==> config.mk <==
export PLATFORM = sky130hd
export DESIGN_NAME = mem_port_arbiter_flat
export DESIGN_NICKNAME = d
export VERILOG_FILES = /design/src/rtl/mem_port_arbiter_if.sv /design/src/rtl/mem_port_arbiter.sv /design/src/flat_wrapper.sv
export SDC_FILE = /design/constraint.sdc
export NUM_CORES = 1
export LEC_CHECK = 0
export ABC_AREA = 0
export BUFFER_PORTS_ARGS = -buffer_cell sky130_fd_sc_hd__buf_2
export CORE_AREA = 2 2 120 122
export DETAILED_ROUTE_END_ITERATION = 12
export DIE_AREA = 0 0 122 124
export PLACE_DENSITY = 0.77
export SETUP_SLACK_MARGIN = 0.05
export SYNTH_ARGS = -nofsm -noshare
export SYNTH_HDL_FRONTEND = slang
export SYNTH_SLANG_ARGS = --single-unit
==> constraint.sdc <==
create_clock -name clk -period 3.7 [get_ports clk]
set_input_delay 0.555 -clock clk [delete_from_list [all_inputs] [get_ports clk]]
set_output_delay 0.555 -clock clk [all_outputs]
set_load 0.01 [all_outputs]
==> src/rtl/mem_port_arbiter_if.sv <==
// Bundle between the two MEM-stage lanes, the arbiter and the dcache request port.
// Signal suffixes are taken from the arbiter's side: the slave modport is the arbiter.
interface mem_port_arbiter_if #(
  parameter int ADDR_WIDTH = 32,
  parameter int DATA_WIDTH = 32,
  parameter int CNT_WIDTH  = 16
);
  logic                       flush_i;
  logic [1:0]                 lane_req_valid_i;
  logic [1:0]                 lane_req_we_i;
  logic [1:0][3:0]            lane_req_sel_i;
  logic [1:0][ADDR_WIDTH-1:0] lane_req_addr_i;
  logic [1:0][DATA_WIDTH-1:0] lane_req_data_i;
  logic [1:0]                 lane_req_uncache_i;
  logic [1:0][2:0]            lane_req_rd_type_i;
  logic [1:0]                 lane_req_ready_o;
  logic [1:0]                 lane_resp_valid_o;
  logic [DATA_WIDTH-1:0]      lane_resp_data_o;
  logic                       cache_req_valid_o;
  logic                       cache_req_we_o;
  logic [3:0]                 cache_req_sel_o;
  logic [ADDR_WIDTH-1:0]      cache_req_addr_o;
  logic [DATA_WIDTH-1:0]      cache_req_data_o;
  logic                       cache_req_uncache_o;
  logic [2:0]                 cache_req_rd_type_o;
  logic                       cache_req_ready_i;
  logic                       cache_resp_valid_i;
  logic [DATA_WIDTH-1:0]      cache_resp_data_i;
  logic [CNT_WIDTH-1:0]       conflict_cnt_o;

  modport slave (
    input  flush_i, lane_req_valid_i, lane_req_we_i, lane_req_sel_i, lane_req_addr_i,
           lane_req_data_i, lane_req_uncache_i, lane_req_rd_type_i,
           cache_req_ready_i, cache_resp_valid_i, cache_resp_data_i,
    output lane_req_ready_o, lane_resp_valid_o, lane_resp_data_o,
           cache_req_valid_o, cache_req_we_o, cache_req_sel_o, cache_req_addr_o,
           cache_req_data_o, cache_req_uncache_o, cache_req_rd_type_o, conflict_cnt_o
  );

  modport master (
    output flush_i, lane_req_valid_i, lane_req_we_i, lane_req_sel_i, lane_req_addr_i,
           lane_req_data_i, lane_req_uncache_i, lane_req_rd_type_i,
           cache_req_ready_i, cache_resp_valid_i, cache_resp_data_i,
    input  lane_req_ready_o, lane_resp_valid_o, lane_resp_data_o,
           cache_req_valid_o, cache_req_we_o, cache_req_sel_o, cache_req_addr_o,
           cache_req_data_o, cache_req_uncache_o, cache_req_rd_type_o, conflict_cnt_o
  );
endinterface

==> src/rtl/mem_port_arbiter.sv <==
// Shares the single dcache request port between two MEM lanes (lane 0 older, fixed priority),
// keeps one request in flight, routes the response to its owner and honours pipeline flush.
module mem_port_arbiter #(
  parameter int ADDR_WIDTH = 32,
  parameter int DATA_WIDTH = 32,
  parameter int CNT_WIDTH  = 16
) (
  input logic              clk,
  input logic              rst,
  mem_port_arbiter_if.slave bus
);

  typedef enum logic [1:0] {IDLE, REQ, WAIT, DROP} state_t;

  state_t                state_q, state_d;
  logic                  owner_q;
  logic                  we_q;
  logic [3:0]            sel_q;
  logic [ADDR_WIDTH-1:0] addr_q;
  logic [DATA_WIDTH-1:0] data_q;
  logic                  uncache_q;
  logic [2:0]            rd_type_q;
  logic [CNT_WIDTH-1:0]  cnt_q, cnt_d;

  logic                  grant;
  logic                  gnt_lane;
  logic [1:0]            ready;
  logic [1:0]            resp_valid;
  logic [DATA_WIDTH-1:0] resp_data;

  always_comb begin
    state_d    = state_q;
    grant      = 1'b0;
    gnt_lane   = 1'b0;
    ready      = '0;
    resp_valid = '0;
    resp_data  = '0;
    unique case (state_q)
      IDLE: begin
        if (!bus.flush_i) begin
          ready[0] = bus.lane_req_valid_i[0];
          ready[1] = bus.lane_req_valid_i[1] & ~bus.lane_req_valid_i[0];
          if (|bus.lane_req_valid_i) begin
            grant    = 1'b1;
            gnt_lane = ~bus.lane_req_valid_i[0];
            state_d  = REQ;
          end
        end
      end
      REQ: begin
        if (bus.cache_req_ready_i) state_d = bus.flush_i ? DROP : WAIT;
        else if (bus.flush_i)      state_d = IDLE;
      end
      WAIT: begin
        resp_data = bus.cache_resp_data_i;
        if (bus.cache_resp_valid_i && !bus.flush_i) resp_valid[owner_q] = 1'b1;
        if (bus.cache_resp_valid_i) state_d = IDLE;
        else if (bus.flush_i)       state_d = DROP;
      end
      DROP: begin
        if (bus.cache_resp_valid_i) state_d = IDLE;
      end
      default: state_d = IDLE;
    endcase
  end

  // A lane-1 stall counts only when not flushing; the counter sticks at all-ones.
  always_comb begin
    cnt_d = cnt_q;
    if (bus.lane_req_valid_i[1] && !ready[1] && !bus.flush_i && !(&cnt_q))
      cnt_d = cnt_q + 1'b1;
  end

  always_ff @(posedge clk or posedge rst) begin
    if (rst) begin
      state_q   <= IDLE;
      owner_q   <= 1'b0;
      we_q      <= 1'b0;
      sel_q     <= '0;
      addr_q    <= '0;
      data_q    <= '0;
      uncache_q <= 1'b0;
      rd_type_q <= '0;
      cnt_q     <= '0;
    end else begin
      state_q <= state_d;
      cnt_q   <= cnt_d;
      if (grant) begin
        owner_q   <= gnt_lane;
        we_q      <= bus.lane_req_we_i[gnt_lane];
        sel_q     <= bus.lane_req_sel_i[gnt_lane];
        addr_q    <= bus.lane_req_addr_i[gnt_lane];
        data_q    <= bus.lane_req_data_i[gnt_lane];
        uncache_q <= bus.lane_req_uncache_i[gnt_lane];
        rd_type_q <= bus.lane_req_rd_type_i[gnt_lane];
      end
    end
  end

  assign bus.lane_req_ready_o    = ready;
  assign bus.lane_resp_valid_o   = resp_valid;
  assign bus.lane_resp_data_o    = resp_data;
  assign bus.cache_req_valid_o   = (state_q == REQ);
  assign bus.cache_req_we_o      = we_q;
  assign bus.cache_req_sel_o     = sel_q;
  assign bus.cache_req_addr_o    = addr_q;
  assign bus.cache_req_data_o    = data_q;
  assign bus.cache_req_uncache_o = uncache_q;
  assign bus.cache_req_rd_type_o = rd_type_q;
  assign bus.conflict_cnt_o      = cnt_q;

endmodule
==> src/flat_wrapper.sv <==
// flat-port wrapper written by rule: the top's interface ports become plain ports
module mem_port_arbiter_flat 
#(
  parameter int ADDR_WIDTH = 32,
  parameter int DATA_WIDTH = 32,
  parameter int CNT_WIDTH  = 16
)
  (clk, rst, bus_flush_i, bus_lane_req_valid_i, bus_lane_req_we_i, bus_lane_req_sel_i, bus_lane_req_addr_i, bus_lane_req_data_i, bus_lane_req_uncache_i, bus_lane_req_rd_type_i, bus_cache_req_ready_i, bus_cache_resp_valid_i, bus_cache_resp_data_i, bus_lane_req_ready_o, bus_lane_resp_valid_o, bus_lane_resp_data_o, bus_cache_req_valid_o, bus_cache_req_we_o, bus_cache_req_sel_o, bus_cache_req_addr_o, bus_cache_req_data_o, bus_cache_req_uncache_o, bus_cache_req_rd_type_o, bus_conflict_cnt_o);
  mem_port_arbiter_if #(.ADDR_WIDTH(ADDR_WIDTH), .DATA_WIDTH(DATA_WIDTH), .CNT_WIDTH(CNT_WIDTH)) bus_i ();
  input logic clk;
  input logic rst;
  input wire logic [$bits(bus_i.flush_i)-1:0] bus_flush_i;
  input wire logic [$bits(bus_i.lane_req_valid_i)-1:0] bus_lane_req_valid_i;
  input wire logic [$bits(bus_i.lane_req_we_i)-1:0] bus_lane_req_we_i;
  input wire logic [$bits(bus_i.lane_req_sel_i)-1:0] bus_lane_req_sel_i;
  input wire logic [$bits(bus_i.lane_req_addr_i)-1:0] bus_lane_req_addr_i;
  input wire logic [$bits(bus_i.lane_req_data_i)-1:0] bus_lane_req_data_i;
  input wire logic [$bits(bus_i.lane_req_uncache_i)-1:0] bus_lane_req_uncache_i;
  input wire logic [$bits(bus_i.lane_req_rd_type_i)-1:0] bus_lane_req_rd_type_i;
  input wire logic [$bits(bus_i.cache_req_ready_i)-1:0] bus_cache_req_ready_i;
  input wire logic [$bits(bus_i.cache_resp_valid_i)-1:0] bus_cache_resp_valid_i;
  input wire logic [$bits(bus_i.cache_resp_data_i)-1:0] bus_cache_resp_data_i;
  output wire logic [$bits(bus_i.lane_req_ready_o)-1:0] bus_lane_req_ready_o;
  output wire logic [$bits(bus_i.lane_resp_valid_o)-1:0] bus_lane_resp_valid_o;
  output wire logic [$bits(bus_i.lane_resp_data_o)-1:0] bus_lane_resp_data_o;
  output wire logic [$bits(bus_i.cache_req_valid_o)-1:0] bus_cache_req_valid_o;
  output wire logic [$bits(bus_i.cache_req_we_o)-1:0] bus_cache_req_we_o;
  output wire logic [$bits(bus_i.cache_req_sel_o)-1:0] bus_cache_req_sel_o;
  output wire logic [$bits(bus_i.cache_req_addr_o)-1:0] bus_cache_req_addr_o;
  output wire logic [$bits(bus_i.cache_req_data_o)-1:0] bus_cache_req_data_o;
  output wire logic [$bits(bus_i.cache_req_uncache_o)-1:0] bus_cache_req_uncache_o;
  output wire logic [$bits(bus_i.cache_req_rd_type_o)-1:0] bus_cache_req_rd_type_o;
  output wire logic [$bits(bus_i.conflict_cnt_o)-1:0] bus_conflict_cnt_o;
  assign bus_i.flush_i = bus_flush_i;
  assign bus_i.lane_req_valid_i = bus_lane_req_valid_i;
  assign bus_i.lane_req_we_i = bus_lane_req_we_i;
  assign bus_i.lane_req_sel_i = bus_lane_req_sel_i;
  assign bus_i.lane_req_addr_i = bus_lane_req_addr_i;
  assign bus_i.lane_req_data_i = bus_lane_req_data_i;
  assign bus_i.lane_req_uncache_i = bus_lane_req_uncache_i;
  assign bus_i.lane_req_rd_type_i = bus_lane_req_rd_type_i;
  assign bus_i.cache_req_ready_i = bus_cache_req_ready_i;
  assign bus_i.cache_resp_valid_i = bus_cache_resp_valid_i;
  assign bus_i.cache_resp_data_i = bus_cache_resp_data_i;
  assign bus_lane_req_ready_o = bus_i.lane_req_ready_o;
  assign bus_lane_resp_valid_o = bus_i.lane_resp_valid_o;
  assign bus_lane_resp_data_o = bus_i.lane_resp_data_o;
  assign bus_cache_req_valid_o = bus_i.cache_req_valid_o;
  assign bus_cache_req_we_o = bus_i.cache_req_we_o;
  assign bus_cache_req_sel_o = bus_i.cache_req_sel_o;
  assign bus_cache_req_addr_o = bus_i.cache_req_addr_o;
  assign bus_cache_req_data_o = bus_i.cache_req_data_o;
  assign bus_cache_req_uncache_o = bus_i.cache_req_uncache_o;
  assign bus_cache_req_rd_type_o = bus_i.cache_req_rd_type_o;
  assign bus_conflict_cnt_o = bus_i.conflict_cnt_o;
  mem_port_arbiter #(.ADDR_WIDTH(ADDR_WIDTH), .DATA_WIDTH(DATA_WIDTH), .CNT_WIDTH(CNT_WIDTH)) u_core (.clk(clk), .rst(rst), .bus(bus_i));
endmodule
# Yosys cells after proc, flatten, opt, wreduce, memory -nomap -nowiden

Index checks and enable logic that the tools add are counted.

Multiplexer cells: 34
Bitwise operators: 2
$lt $le $gt $ge: 3
Reduce and logical (&&, ||, !) cells: 12
Eq/ne operators: 8
Add/subtract/negate cells: 1

Operators with widths:

| kind                  | number |
|---|---|
| $mux 32               | 5 |
| $mux 2                | 11 |
| $add 16x1->16 const B | 1 |
| $reduce_and 16->1     | 1 |
| $mux 1                | 12 |
| $mux 4                | 2 |
| $pmux 2 s4            | 1 |
| $mux 3                | 2 |
| $ne 3x3->1 const B    | 2 |
| $logic_and 1x1->1     | 5 |
| $reduce_and 5->1      | 1 |
| $eq 2x2->1 const B    | 2 |
| $lt 1x2->1 const B    | 2 |
| $ne 2x2->1 const B    | 2 |
| $logic_not 1->1       | 3 |
| $eq 2x1->1 const B    | 1 |
| $logic_not 2->1       | 1 |
| $ne 2x1->1 const B    | 1 |
| $reduce_or 2->1       | 1 |
| $and 1x1->1           | 1 |
| $demux 1 s1           | 1 |
| $ge 1x1->1 const B    | 1 |
| $not 1->1             | 1 |

Input port bits: 185
Bits in registers: 92
Word-level logic and storage cells: 69

# Depth between registers and ports, before layout

Depth in word-level cells: 8
Depth in mapped cells: 6
Gate-level depth less buffers: 5

# Least setup slack after synthesis

OpenSTA, ideal clock, no wires.

Path type: input-to-output
Start: input bus_flush_i
End: output bus_lane_req_ready_o[1]
Stages on the path: 6
Slack: 1819 ps
Data required time: 3145 ps
Arrival time: 1326 ps
Buffers on the path: 3
Path through: nor3_2 nand3b_1 buf_4 buf_4 inv_1 buf_4

Longest elaborated chain between the ends: 2

Ends and longest elaborated chain:

| what               | RTL line               | RTL |
|---|---|---|
| start: declaration | flat_wrapper.sv:12     | `input wire logic [$bits(bus_i.flush_i)-1:0] bus_flush_i;` |
| $mux 2             | mem_port_arbiter.sv:40 | `if (!bus.flush_i) begin` |
| $mux 2             | mem_port_arbiter.sv:38 | `unique case (state_q)` |
| end: declaration   | flat_wrapper.sv:23     | `output wire logic [$bits(bus_i.lane_req_ready_o)-1:0] bus_lane_req_ready_o;` |

No other way between the ends.

# Worst setup path in the final report

Start: register u_core.state_q[1]
End: output bus_lane_resp_data_o[31]

Longest elaborated chain between the ends: 2

Ends and longest elaborated chain:

| what                     | RTL line               | RTL |
|---|---|---|
| start: declaration       | mem_port_arbiter.sv:15 | `state_t state_q, state_d;` |
| start signal: assignment | mem_port_arbiter.sv:86 | `state_q <= state_d;` |
| $eq 2x2->1               | mem_port_arbiter.sv:38 |  |
| $mux 32                  | mem_port_arbiter.sv:38 |  |
| end: declaration         | flat_wrapper.sv:25     | `output wire logic [$bits(bus_i.lane_resp_data_o)-1:0] bus_lane_resp_data_o;` |

No other way between the ends.

==> results.py <==
metrics = {
    "run_status": {
        "status": "completed",
    },
    "sta": {
        "period_needed_ns": 2.20,
        "hold_viol_final": 0,
        "final_max_slew_viol_count": 0,
        "setup_ws_ns": 1.50,
        "tns_ns": 0,
        "finClkSkew_ns": 0.00640,
        "slew-limit-headroom_pct": 45.5,
        "period_share_pct": 59.5,
        "setup_viol": 0,
        "fmax_mhz": 454,
        "worstMarginPinSlew_ns": 0.817,
        "grt_setup_unrepaired": "false",
        "whs_ns": 0.335,
    },
    "clocking": {
        "cts_made_buffers": 9,
        "path_clk_slew_ns": 0.07,
        "cts.sinks": 92,
        "cts_tree": "done",
        "postCtsSetupBuffers": 0,
        "clock_path_buffers": 2,
        "htreeDepth": 3,
        "root_buffer": "clkbuf_16",
        "cts_hold_buf": 0,
        "clk_latency_ns": 0.34,
        "ctsResizeCount": 0,
    },
    "setup_path": {
        "start_kind": "flop",
        "path_class": "reg2out",
        "critical_path.endpoint_type": "output pin",
        "worstPathArrival_ns": 1.65,
        "critPathRequiredTime_ns": 3.14,
        "crit_path_max_fanout": 32,
    },
    "floorplanning": {
        "io_pins": 311,
        "die_area_um2": 15100,
        "initial_core_util_pct": 33.4,
        "placementRows": 43,
        "die_w_um": 122,
        "core_area_um2": 13700,
        "fp.dieH_um": 124,
    },
    "synthesis": {
        "synth_xor_area_share_pct": 2.49,
        "synthAdderAreaFrac_pct": 0.273,
        "yosysTopAreaCellShare_pct": 50.3,
        "synth_seq_area_share_pct": 50.3,
        "synth_top_family_by_area": "simple AND/OR/NAND/NOR gates",
        "yosysUniqueCellTypes": 37,
        "synth_largest_area_cell": "dfrtp_1",
        "synth_area_per_cell_um2": 10.2,
        "syn-instance-count": 448,
        "synth_mux_area_share_pct": 16.5,
        "ys_seq_elements": 92,
        "yosysWarnings": 0,
        "yosys.area_share.simple_pct": 17.5,
        "synth_area_um2": 4580,
        "synth_compound_gate_area_share_pct": 9.29,
        "synth_area_leaders": "dfrtp_1 50%, mux2i_1 16%, a21oi_1 8.1%",
        "synth_fp_nets": 634,
    },
    "place": {
        "gp_congestion": 0.844,
        "dp_hpwl_um": 10400,
        "io_buffer_count": 310,
        "dp_cells": 916,
        "dpl_worst_slack_ns": 1.49,
    },
    "route": {
        "wire_per_inst_um": 14.5,
        "via_per_inst": 4.67,
        "drt_pass1_iterations": 4,
        "drcViolationCount": 0,
        "via_count": 4357,
        "ant_nets": 0,
        "wirelength_um": 13500,
        "drtIter0Drc": 149,
    },
    "finish": {
        "antenna_cells": 0,
        "stdcell_count": 932,
        "syn_to_final_growth_pct": 44.6,
        "fillCellCount": 1310,
        "nets": 933,
        "drive_above_1_share_pct": 45.3,
    },
    "hold_path": {
        "worstHoldPathType": "in2async",
    },
    "flow_run": {
        "drv_cap": 0,
    },
    "global_route": {
        "grt_use_total_pct": 17.1,
        "grt_max_degree": 65,
        "grt_pass1_vias": 4112,
        "overflow": 0,
        "antenna_found_initial": 0,
        "grt_pass1_wl_um": 19900,
    },
    "pwr": {
        "p_leak_nw": 3.78,
        "ir_drop_mv": 0.327,
        "power_density_nw_per_um2": 682,
    },
}
## layout by cell type (no fill, tap or decap), drive strengths merged, types with 2 or more instances in the layout
cell type,n
a21oi,74
and2,34
and3,2
and4,2
and4b,2
buf,316
bufinv,3
clkbuf,11
clkinv,3
dfrtp,92
inv,4
mux2,2
mux2i,73
nand2,5
nand3,5
nand3b,2
nand4,5
nor2,75
nor2b,4
nor3,8
nor3b,2
nor4,3
o21a,2
o21ai,5
xnor2,4
xor2,9
## layer usage
layer,up-vias,part of all wire [%],GRT usage (%)
met2,204,52,31.7
li1,2142,-,-
met1,1997,38,19.6
met3,14,7.7,3.07
met5,-,0,0
met4,0,1.6,6.68
## cell usage after synthesis, drive strengths merged
| master | instances |
|---|---|
| o21ai | 5 |
| and4 | 2 |
| nor4 | 3 |
| a21o | 1 |
| buf | 21 |
| inv | 5 |
| nor2 | 75 |
| and4b | 2 |
| mux2i | 73 |
| o21a | 2 |
| xor2 | 9 |
| and3 | 2 |
| nor3 | 8 |
| nand4 | 5 |
| and2 | 34 |
| nor2b | 4 |
| clkbuf | 7 |
| o211ai | 1 |
| nand2 | 5 |
| a21oi | 74 |
| nor4b | 1 |
| dfrtp | 92 |
| or3 | 1 |
| nor3b | 2 |
| xnor2 | 4 |
| ha | 1 |
| mux2 | 2 |
| nand3 | 5 |
| nand3b | 2 |
## sequential cells by signal, indices dropped and copies added, names as in the netlist
| name | flops |
|---|---|
| u_core.bus.cache_req_uncache_o | 1 |
| u_core.state_q | 2 |
| u_core.bus.cache_req_we_o | 1 |
| u_core.owner_q | 1 |
| u_core.bus.conflict_cnt_o | 16 |
| u_core.bus.cache_req_sel_o | 4 |
| u_core.bus.cache_req_rd_type_o | 3 |
| u_core.bus.cache_req_addr_o | 32 |
| u_core.bus.cache_req_data_o | 32 |
## stage by stage
stage | util [%] | power [mW] | area [um^2]
after global routing | 48.3 | 4.85 | 6620
after CTS | 48.3 | 4.57 | 6620
after detailed placement | 45.8 | 3.51 | 6290
after global placement | 45.8 | 3.46 | 6290
after floorplan | - | 2.70 | 4580
final | 48.3 | 4.52 | 6620
## critical path: stages (launching register included)
cell and delay [ns]:
dfrtp_1 0.42, nor2b_1 0.25, buf_4 0.28, and2_1 0.21, buf_2 0.15
## power by group
group          internal [mW]  leakage (nW)  switching (mW)  total, mW
sequential              1.44          1.04           0.263       1.70
clock                  0.659         0.163           0.382       1.04
combinational          0.777          2.58           0.997       1.77
total                   2.87          3.78            1.64       4.52
## layout make-up
class | instances | area (um^2) | share of cell area (%)
Sequential cell | 92 | 2300 | 34.8
Multi-Input combinational cell | 323 | 2120 | 32.0
Timing Repair Buffer | 316 | 1620 | 24.5
Clock buffer | 11 | 233 | 3.51
Tap cell | 180 | 225 | 3.40
Clock inverter | 5 | 100 | 1.51
Inverter | 5 | 20.0 | 0.302
## logic make-up after synthesis
kind of cell             Yosys count
XOR/XNOR                          13
multiplexers                      75
adder cells (fa/ha/maj)            1
flip-flops                        92
AND/OR/NAND/NOR                  151
buffers and inverters             33
AO/OA/AOI/OAI                     83
## worst paths after layout
check	cells after the start	startpoint	slack, ns	end
max in group asynchronous	3	rst	2.64	u_core.bus.cache_req_rd_type_o[2]$_DFFE_PP0P_
min in group clk	2	bus_cache_req_ready_i	0.46	u_core.state_q[1]$_DFFE_PP0P_
max reg2reg	5	u_core.state_q[0]$_DFFE_PP0P_	1.71	u_core.bus.cache_req_data_o[20]$_DFFE_PP0P_
min	2	rst	0.34	u_core.bus.cache_req_addr_o[11]$_DFFE_PP0P_
min reg2reg	2	u_core.bus.cache_req_addr_o[3]$_DFFE_PP0P_	0.52	u_core.bus.cache_req_addr_o[3]$_DFFE_PP0P_
max	4	u_core.state_q[1]$_DFFE_PP0P_	1.50	bus_lane_resp_data_o[31]
(Power assumes the default switching activity.)
